File: src/rtl/dmi_uart_frame_engine.sv
`default_nettype none
// ============================================================================
// Module   : dmi_uart_frame_engine
// Purpose  : Byte-stream frame engine between a UART byte FIFO and the DTM
//            register file (DTMCS, DMI, IDCODE). Hunts for a header byte,
//            decodes a cmd/address byte and a length byte, then assembles a
//            register write (LSB byte first), issues a read and serialises the
//            response (LSB byte first, zero-padded last byte), or issues a
//            DMI reset request. Unknown commands are skipped with an error
//            pulse; an inter-byte timeout aborts stalled frames.
// Revision : 1.0 - initial release
// ----------------------------------------------------------------------------
// Ports
//   clk_i         in   1       clock
//   rst_i         in   1       synchronous active-high reset
//   rx_data_i     in   8       received byte
//   rx_valid_i    in   1       rx byte available
//   rx_ready_o    out  1       engine accepts rx byte (valid & ready = transfer)
//   tx_data_o     out  8       byte to transmit
//   tx_valid_o    out  1       tx byte valid
//   tx_ready_i    in   1       UART accepts tx byte (valid & ready = transfer)
//   reg_addr_o    out  ADDR_W  target register address
//   reg_wdata_o   out  DATA_W  write data
//   reg_we_o      out  1       one-cycle write strobe
//   reg_re_o      out  1       one-cycle read request
//   reg_rdata_i   in   DATA_W  read data
//   reg_rvalid_i  in   1       read data valid
//   reset_req_o   out  1       one-cycle DMI reset request
//   frame_err_o   out  1       one-cycle error pulse
// ============================================================================
module dmi_uart_frame_engine #(
  parameter logic [7:0] HEADER  = 8'h01,
  parameter int         ADDR_W  = 5,
  parameter int         DATA_W  = 41,
  parameter int         TIMEOUT = 1000000
) (
  input  logic              clk_i,
  input  logic              rst_i,
  input  logic [7:0]        rx_data_i,
  input  logic              rx_valid_i,
  output logic              rx_ready_o,
  output logic [7:0]        tx_data_o,
  output logic              tx_valid_o,
  input  logic              tx_ready_i,
  output logic [ADDR_W-1:0] reg_addr_o,
  output logic [DATA_W-1:0] reg_wdata_o,
  output logic              reg_we_o,
  output logic              reg_re_o,
  input  logic [DATA_W-1:0] reg_rdata_i,
  input  logic              reg_rvalid_i,
  output logic              reset_req_o,
  output logic              frame_err_o
);

  // --------------------------------------------------------------------------
  // Derived constants
  // --------------------------------------------------------------------------
  localparam int c_cmd_w  = 8 - ADDR_W;
  localparam int c_nbytes = (DATA_W + 7) / 8;
  localparam int c_txw    = c_nbytes * 8;
  localparam int c_tmr_w  = $clog2(TIMEOUT + 1);
  localparam int c_scnt_w = $clog2(c_nbytes + 1);

  localparam logic [c_cmd_w-1:0] c_cmd_read  = c_cmd_w'(0);
  localparam logic [c_cmd_w-1:0] c_cmd_write = c_cmd_w'(1);
  localparam logic [c_cmd_w-1:0] c_cmd_reset = c_cmd_w'(2);

  localparam logic [c_tmr_w-1:0]  c_tmr_last  = c_tmr_w'(TIMEOUT - 1);
  localparam logic [c_scnt_w-1:0] c_scnt_last = c_scnt_w'(c_nbytes - 1);

  // FSM encoding
  localparam logic [3:0] c_st_header  = 4'd0;
  localparam logic [3:0] c_st_cmdaddr = 4'd1;
  localparam logic [3:0] c_st_length  = 4'd2;
  localparam logic [3:0] c_st_data    = 4'd3;
  localparam logic [3:0] c_st_write   = 4'd4;
  localparam logic [3:0] c_st_rst     = 4'd5;
  localparam logic [3:0] c_st_rreq    = 4'd6;
  localparam logic [3:0] c_st_rwait   = 4'd7;
  localparam logic [3:0] c_st_send    = 4'd8;

  // --------------------------------------------------------------------------
  // State
  // --------------------------------------------------------------------------
  logic [3:0]          r_state;
  logic [c_cmd_w-1:0]  r_cmd;
  logic [ADDR_W-1:0]   r_addr;
  logic [7:0]          r_len;
  logic [7:0]          r_cnt;
  logic [DATA_W-1:0]   r_wdata;
  logic [c_txw-1:0]    r_txbuf;
  logic [c_scnt_w-1:0] r_scnt;
  logic [c_tmr_w-1:0]  r_timer;
  logic                r_frame_err;

  // --------------------------------------------------------------------------
  // Combinational helpers
  // --------------------------------------------------------------------------
  logic                w_rx_ready;
  logic                w_rx_fire;
  logic                w_tx_fire;
  logic                w_timer_expired;
  logic [3:0]          w_dispatch_state;
  logic                w_dispatch_err;
  logic [DATA_W-1:0]   w_byte_ext;
  logic [10:0]         w_shamt;
  logic [DATA_W-1:0]   w_wdata_next;

  assign w_rx_ready = (r_state == c_st_header)  || (r_state == c_st_cmdaddr) ||
                      (r_state == c_st_length)  || (r_state == c_st_data);
  assign w_rx_fire       = rx_valid_i && w_rx_ready;
  assign w_tx_fire       = (r_state == c_st_send) && tx_ready_i;
  assign w_timer_expired = (r_timer == c_tmr_last);

  // Byte k lands at bit 8k. Shifting past DATA_W naturally drops both the
  // truncated high bits of the last byte and any surplus bytes k >= NBYTES.
  // Each position is written once per frame into a cleared register, so an
  // OR is sufficient to merge it.
  assign w_byte_ext   = DATA_W'(rx_data_i);
  assign w_shamt      = {r_cnt, 3'b000};
  assign w_wdata_next = r_wdata | (w_byte_ext << w_shamt);

  // Where a frame goes once its header, length and payload are complete.
  always_comb begin
    w_dispatch_state = c_st_header;
    w_dispatch_err   = 1'b0;
    case (r_cmd)
      c_cmd_write: w_dispatch_state = c_st_write;
      c_cmd_read:  w_dispatch_state = c_st_rreq;
      c_cmd_reset: w_dispatch_state = c_st_rst;
      default:     w_dispatch_err   = 1'b1;
    endcase
  end

  // --------------------------------------------------------------------------
  // Main FSM
  // --------------------------------------------------------------------------
  always_ff @(posedge clk_i) begin
    if (rst_i) begin
      r_state     <= c_st_header;
      r_cmd       <= '0;
      r_addr      <= '0;
      r_len       <= '0;
      r_cnt       <= '0;
      r_wdata     <= '0;
      r_txbuf     <= '0;
      r_scnt      <= '0;
      r_timer     <= '0;
      r_frame_err <= 1'b0;
    end else begin
      r_frame_err <= 1'b0;
      case (r_state)
        c_st_header: begin
          r_timer <= '0;
          if (w_rx_fire && (rx_data_i == HEADER)) begin
            r_state <= c_st_cmdaddr;
          end
        end

        // All in-frame receive states share the inter-byte timeout. A HEADER
        // value seen here is plain payload; only the timeout resynchronises.
        c_st_cmdaddr, c_st_length, c_st_data: begin
          if (w_rx_fire) begin
            r_timer <= '0;
            case (r_state)
              c_st_cmdaddr: begin
                r_cmd   <= rx_data_i[7:ADDR_W];
                r_addr  <= rx_data_i[ADDR_W-1:0];
                r_state <= c_st_length;
              end
              c_st_length: begin
                r_len   <= rx_data_i;
                r_cnt   <= '0;
                r_wdata <= '0;
                if (rx_data_i == 8'd0) begin
                  r_state     <= w_dispatch_state;
                  r_frame_err <= w_dispatch_err;
                end else begin
                  r_state <= c_st_data;
                end
              end
              default: begin
                if (r_cmd == c_cmd_write) begin
                  r_wdata <= w_wdata_next;
                end
                r_cnt <= r_cnt + 8'd1;
                if (r_cnt == (r_len - 8'd1)) begin
                  r_state     <= w_dispatch_state;
                  r_frame_err <= w_dispatch_err;
                end
              end
            endcase
          end else if (w_timer_expired) begin
            r_timer     <= '0;
            r_wdata     <= '0;
            r_frame_err <= 1'b1;
            r_state     <= c_st_header;
          end else begin
            r_timer <= r_timer + 1'b1;
          end
        end

        c_st_write: r_state <= c_st_header;

        c_st_rst:   r_state <= c_st_header;

        // Any rvalid coinciding with the request cycle is not looked at here,
        // so it is ignored by construction.
        c_st_rreq: begin
          r_timer <= '0;
          r_state <= c_st_rwait;
        end

        c_st_rwait: begin
          if (reg_rvalid_i) begin
            r_txbuf <= c_txw'(reg_rdata_i);
            r_scnt  <= '0;
            r_state <= c_st_send;
          end else if (w_timer_expired) begin
            r_txbuf     <= c_txw'({DATA_W{1'b1}});
            r_scnt      <= '0;
            r_frame_err <= 1'b1;
            r_state     <= c_st_send;
          end else begin
            r_timer <= r_timer + 1'b1;
          end
        end

        // The buffer was loaded zero-extended, so the final byte carries the
        // remainder bits with its upper bits cleared.
        c_st_send: begin
          if (w_tx_fire) begin
            r_txbuf <= r_txbuf >> 8;
            r_scnt  <= r_scnt + 1'b1;
            if (r_scnt == c_scnt_last) begin
              r_state <= c_st_header;
            end
          end
        end

        default: r_state <= c_st_header;
      endcase
    end
  end

  // --------------------------------------------------------------------------
  // Outputs
  // --------------------------------------------------------------------------
  assign rx_ready_o  = w_rx_ready;
  assign tx_data_o   = r_txbuf[7:0];
  assign tx_valid_o  = (r_state == c_st_send);
  assign reg_addr_o  = r_addr;
  assign reg_wdata_o = r_wdata;
  assign reg_we_o    = (r_state == c_st_write);
  assign reg_re_o    = (r_state == c_st_rreq);
  assign reset_req_o = (r_state == c_st_rst);
  assign frame_err_o = r_frame_err;

endmodule
`default_nettype wire
File: config.mk
export PLATFORM = sky130hd
export DESIGN_NAME = dmi_uart_frame_engine
export DESIGN_NICKNAME = d
export VERILOG_FILES = /design/src/rtl/dmi_uart_frame_engine.sv
export SDC_FILE = /design/constraint.sdc
export NUM_CORES = 1
export LEC_CHECK = 0
export CORE_MARGIN = 2
export CORE_UTILIZATION = 56
export CTS_CLUSTER_DIAMETER = 150
export DETAILED_ROUTE_END_ITERATION = 10
export PLACE_DENSITY_LB_ADDON = 0.25
export SYNTH_ARGS = -nofsm -noshare
export SYNTH_HDL_FRONTEND = slang
export SYNTH_SLANG_ARGS = --single-unit
File: constraint.sdc
create_clock -name clk_i -period 3.52 [get_ports clk_i]
set_input_delay 0.528 -clock clk_i [delete_from_list [all_inputs] [get_ports clk_i]]
set_output_delay 0.528 -clock clk_i [all_outputs]
set_load 0.02 [all_outputs]
==> results.toml, run 1 <==
[run_status]
status = "finished clean"

[clocking]
cts_root_buffer = "clkbuf_8"
postCtsHoldBufs = 0
clockBufferDepth = 2
cts_tree = "yes"
cts_made_buffers = 17
clk_latency_ns = 0.53
cts-htree-levels = 4
clk_pin_slew_ns = 0.06
cts.sinks = 134
post_cts_resize_count = 0
cts_setup_buffers = 0

[route]
route.detailed.drc = 0
drt.antenna.violating_nets = 0
routedWlPerCell_um = 16.8
wl_um = 16400
vias = 5943
drt-initial-drc-count = 535
viasPerCell = 6.08
drt_pass1_iterations = 5

[pwr]
peakVddDrop_mv = 0.349
swShare_pct = 30.7
sequentialPowerShare_pct = 41.8
p_int_mw = 2.73
power_density_nw_per_um2 = 511
p_sw_mw = 1.21
leakage_nw = 2.57
clkPwrFrac_pct = 40.6
comb_power_share_pct = 17.6

[sta]
post-route-min-period_ns = 3.12
period_share_pct = 88.8
max_freq_ghz = 0.320
fin_setup_tns_ns = 0
finalHoldViolations = 0
rsz0062_at_grt = "false"
drv_slew = 0
tightest_slew_ns = 1.24
finalHoldWorstSlack_ns = 0.466
setup_violations = 0
fin_skew_ns = 0.0114
max_slew_margin_pct = 17.1

[place]
post_dp_cell_area_um2 = 7160
dp_hpwl_um = 10900
placed_cells = 945
gp_congestion = 0.976
io_buffers = 113

[layout]
finalNonFillerCells = 977
fin_area_um2 = 7700
drive_gt1_share_pct = 6.57
final_nets = 883
num_antenna_cells = 0
area_growth_pct = 26.1

[synth]
async_flop_share_pct = 0
ys.flop_type = "dfxtp_1"
ys_ff_latch = 134
synth_warnings = 0
synth_seq_area_share_pct = 44.0
synthesis.nets = 808
ys_types = 62
synth_area_per_cell_um2 = 8.15
syn_area_um2 = 6100
netlist.area_leader.share_pct = 44.0
synth.area.top_cells = "dfxtp_1 (44%), nor2_1 (5.7%), nand2_1 (5.3%)"
synth_top_area_cell = "dfxtp_1"
synthCells = 749
synth_edf_count = 0

[floorplanning]
core_um2 = 10700
initial_utilization_pct = 56.8
io_pins = 114
fp-row-count = 38
die_h_um = 108
die_w_um = 108
die_area_um2 = 11700

[min_path]
hp-class = "flop to flop"

[worst_setup_path]
start_kind = "flop"
cp_data_arrival_time_ns = 2.60
path_class = "flop to primary output"
crit_path_end_kind = "primary output"
worst-path-max-fanout = 19
cp.required_ns = 2.99

[global_routing]
grt_pass1_wl_um = 26900
grtUsageMet1_pct = 37.2
antenna_found_initial = 0
track_usage_pct = 28.6
grtUsageMet3_pct = 5.30
met2_usage_pct = 46.9
grt_busiest_layer = "met2"
grt_pass1_vias = 5664
grt_max_degree = 67
grt_overflow_total = 0

[job]
drv_cap = 0
## power by group through the flow
| stage | sequential (mW) | combinational, mW | clock, mW |
|---|---|---|---|
| global placement | 1.67 | 0.648 | 0 |
| detailed placement | 1.68 | 0.670 | 0 |
| global route | 1.65 | 0.756 | 1.69 |
| finish | 1.65 | 0.692 | 1.60 |
| CTS | 1.64 | 0.679 | 1.60 |
| floorplan | 1.65 | 0.486 | 0 |
## cell usage in the layout (no fill, tap or decap), types with 3 or more instances in the layout
| cell | instances |
|---|---|
| nor3_1 | 15 |
| buf_4 | 12 |
| a211oi_1 | 5 |
| nor4_1 | 3 |
| and3_1 | 6 |
| clkdlybuf4s50_1 | 112 |
| inv_6 | 6 |
| ha_1 | 5 |
| nor2_1 | 93 |
| o211ai_1 | 3 |
| clkinvlp_4 | 4 |
| nand2_1 | 86 |
| a311oi_1 | 36 |
| o21ai_0 | 60 |
| o31ai_1 | 5 |
| clkbuf_16 | 16 |
| or3_1 | 11 |
| nor2b_1 | 5 |
| or4_1 | 4 |
| a21boi_0 | 3 |
| and2_1 | 4 |
| nor3b_1 | 4 |
| inv_1 | 15 |
| a21oi_1 | 50 |
| o2111ai_1 | 3 |
| nand3_1 | 21 |
| nand4_1 | 5 |
| dfxtp_1 | 134 |
| and4_1 | 3 |
| xnor2_1 | 5 |
| xor2_1 | 12 |
| a22o_1 | 14 |
| a31oi_1 | 27 |
| nand2b_1 | 6 |
| nor4b_1 | 4 |
## per-layer routing
layer	part of all wire [%]	up-vias
met5	0	-
met4	2.1	0
met3	6.7	40
met2	50	251
met1	42	2808
li1	-	2844
## stage by stage
stage                     total power, mW  worst slack [ns]  utilization, %
after floorplan                      2.13              1.23               -
after global placement               2.32             0.606            66.7
after detailed placement             2.35             0.621            66.7
after CTS                            3.93             0.382            71.6
after global routing                 4.10             0.202            71.6
final                                3.94             0.395            71.6
## layout make-up
cell class | instances | area, um2
sequential | 134 | 2680
clock buffer | 18 | 418
inverter | 16 | 60.1
multi-input combinational | 530 | 3030
timing repair buffer | 125 | 1220
clock inverter | 14 | 116
tap | 140 | 175
fill | 866 | 3050
## cell usage after synthesis, types with 4 or more instances
| master | count |
|---|---|
| buf_2 | 15 |
| o31ai_1 | 5 |
| xnor2_1 | 5 |
| or3_1 | 11 |
| xor2_1 | 12 |
| a21oi_1 | 50 |
| a31oi_1 | 27 |
| a22o_1 | 14 |
| nor2_1 | 93 |
| nand2b_1 | 6 |
| buf_4 | 13 |
| o21ai_0 | 60 |
| nor2b_1 | 5 |
| nand2_1 | 86 |
| a211oi_1 | 5 |
| nand3_1 | 21 |
| nand4_1 | 5 |
| ha_1 | 5 |
| clkbuf_1 | 37 |
| or4_1 | 4 |
| nor3_1 | 15 |
| and3_1 | 6 |
| and2_1 | 4 |
| inv_1 | 15 |
| a311oi_1 | 36 |
| nor4b_1 | 4 |
| dfxtp_1 | 134 |
| nor3b_1 | 4 |
## sequential cells by signal (all words and copies together) (netlist names)
register     count
r_len            8
r_txbuf         41
r_state          4
frame_err_o      1
reg_addr_o       5
reg_wdata_o     41
r_cnt            8
r_timer         20
r_cmd            3
r_scnt           3
## logic make-up after synthesis
kind of cell             Yosys count  synth area share [%]
AO/OA/AOI/OAI                    224                  23.7
adder cells (fa/ha/maj)            5                  1.03
multiplexers                       1                 0.164
flip-flops                       134                  44.0
buffers and inverters             85                  6.52
XOR/XNOR                          17                  2.44
AND/OR/NAND/NOR                  283                  22.2
## critical path: stages, from the launching register on
cell             delay (ns)
dfxtp_1                0.62
inv_1                  0.17
nand3_1                0.13
clkinv_1               0.45
clkdlybuf4s50_1        0.70
## final timing paths
check,from,to,slack [ns],depth (start not counted)
setup / recovery,r_state[0],tx_valid_o,0.40,4
hold / removal,r_txbuf[37],r_txbuf[37],0.47,2
setup reg to reg,r_len[0],frame_err_o,0.54,8
hold reg to reg,r_txbuf[37],r_txbuf[37],0.47,2
Power figures use the tool's default switching activity.
==> run 2, diff against run 1 <==
--- a/config.mk
+++ b/config.mk
@@ -10,6 +10,7 @@
 export CTS_CLUSTER_DIAMETER = 150
 export DETAILED_ROUTE_END_ITERATION = 10
 export PLACE_DENSITY_LB_ADDON = 0.25
+export RECOVER_POWER = 100
 export SYNTH_ARGS = -nofsm -noshare
 export SYNTH_HDL_FRONTEND = slang
 export SYNTH_SLANG_ARGS = --single-unit
==> results.toml, run 2 (synthesis results as in run 1) <==
[worst_setup_path]
cp_data_arrival_time_ns = 2.62
worst-path-max-fanout = 19
crit_path_max_incr_delay_ns = 0.70
crit_buf_inv = 3
crit_chain = "inv_1 > nand3_1 > clkinv_1 > clkdlybuf4s50_1"
cp.required_ns = 2.99
start_kind = "flop"
worst_path_max_delay_cell = "clkdlybuf4s50_1"
path_class = "flop to primary output"
crit_path_end_kind = "primary output"
crit_family = "buffers and inverters"

[sta]
max_slew_margin_pct = 14.7
post-route-min-period_ns = 3.15
fin_skew_ns = 0.0108
tightest_slew_ns = 1.28
finalHoldViolations = 0
rsz0062_at_grt = "false"
setup_violations = 0
max_freq_ghz = 0.317
finalHoldWorstSlack_ns = 0.463
drv_slew = 0
fin_setup_tns_ns = 0
period_share_pct = 89.6

[floorplanning]
initial_utilization_pct = 56.8
die_h_um = 108
die_area_um2 = 11700
fp-row-count = 38
die_w_um = 108
core_um2 = 10700
io_pins = 114

[pwr]
leakage_nw = 2.76
peakVddDrop_mv = 0.350
sequentialPowerShare_pct = 42.1
swShare_pct = 30.8
clkPwrFrac_pct = 40.8
power_density_nw_per_um2 = 511
p_int_mw = 2.71
p_sw_mw = 1.21
comb_power_share_pct = 17.1

[global_routing]
track_usage_pct = 28.6
grt_overflow_total = 0
grt_pass1_wl_um = 26900
grt_max_degree = 67
antenna_found_initial = 0
grt_pass1_vias = 5664

[route]
vias = 5930
routedWlPerCell_um = 16.8
route.detailed.drc = 0
drt_pass1_iterations = 6
viasPerCell = 6.07
drt-initial-drc-count = 524
drt.antenna.violating_nets = 0
wl_um = 16400

[clocking]
cts_setup_buffers = 0
cts_made_buffers = 17
clockBufferDepth = 2
post_cts_resize_count = 0
cts_tree = "yes"
clk_latency_ns = 0.53
postCtsHoldBufs = 0
cts-htree-levels = 4
cts.sinks = 134
clk_pin_slew_ns = 0.06
cts_root_buffer = "clkbuf_8"

[layout]
num_antenna_cells = 0
area_growth_pct = 25.6
layout_commonest_cell = "dfxtp_1"
register_area_um2 = 2680
layout_common_cells = "dfxtp_1 (134), nor2_1 (93), nand2_1 (86)"
drive_gt1_share_pct = 5.85
nFillCells = 874
multi_input_area_um2 = 3020
final_nets = 883

[job]
drv_cap = 0

[run_status]
status = "finished clean"

[place]
io_buffers = 113
gp_congestion = 0.976
dp_hpwl_um = 10900

[min_path]
hp-class = "flop to flop"
-- run 2: path summary, 6_finish.rpt --
path / depth (start not counted) / from / slack [ns] / endpoint
max: 4 / r_state[0] / 0.37 / tx_valid_o
min: 2 / r_txbuf[36] / 0.46 / r_txbuf[36]
max reg2reg: 8 / r_state[0] / 0.54 / reg_wdata_o[8]
min reg2reg: 2 / r_txbuf[36] / 0.46 / r_txbuf[36]
-- run 2: routing by layer --
metal	up-vias	routed length, um	share of wire [%]	track usage [%]
met3	42	984	6.0	5.30
met2	228	8100	49	46.9
li1	2844	-	-	-
met4	0	394	2.4	11.5
met1	2816	6950	42	37.2
met5	-	0	0	0
-- run 2: layout make-up --
type	count	share of cell area [%]
multi-input combinational	530	39.4
clock inverter	14	1.52
timing repair buffer	125	15.6
inverter	16	0.783
tap	140	2.28
clock buffer	18	5.45
sequential	134	35.0
-- run 2: per-stage QoR --
stage	power [mW]	util (%)	instances	area (um2)	setup slack [ns]
after global routing	4.08	71.4	977	7670	0.202
after CTS	3.93	71.6	977	7700	0.382
after global placement	2.32	66.7	945	7160	0.606
final	3.92	71.4	977	7670	0.368
after floorplan	2.13	-	749	6100	1.23
after detailed placement	2.35	66.7	945	7160	0.621
-- run 2: power groups by stage --
| stage | logic (mW) | clock network, mW | registers (mW) |
|---|---|---|---|
| final | 0.671 | 1.60 | 1.65 |
| after global routing | 0.734 | 1.69 | 1.65 |
| after floorplan | 0.486 | 0 | 1.65 |
| after CTS | 0.679 | 1.60 | 1.64 |
| after global placement | 0.648 | 0 | 1.67 |
| after detailed placement | 0.670 | 0 | 1.68 |
-- run 2: tightest hold or removal path: stages (launching register included) --
cell	delay, ns
dfxtp_1	0.31
nand2_1	0.05
a21oi_1	0.05
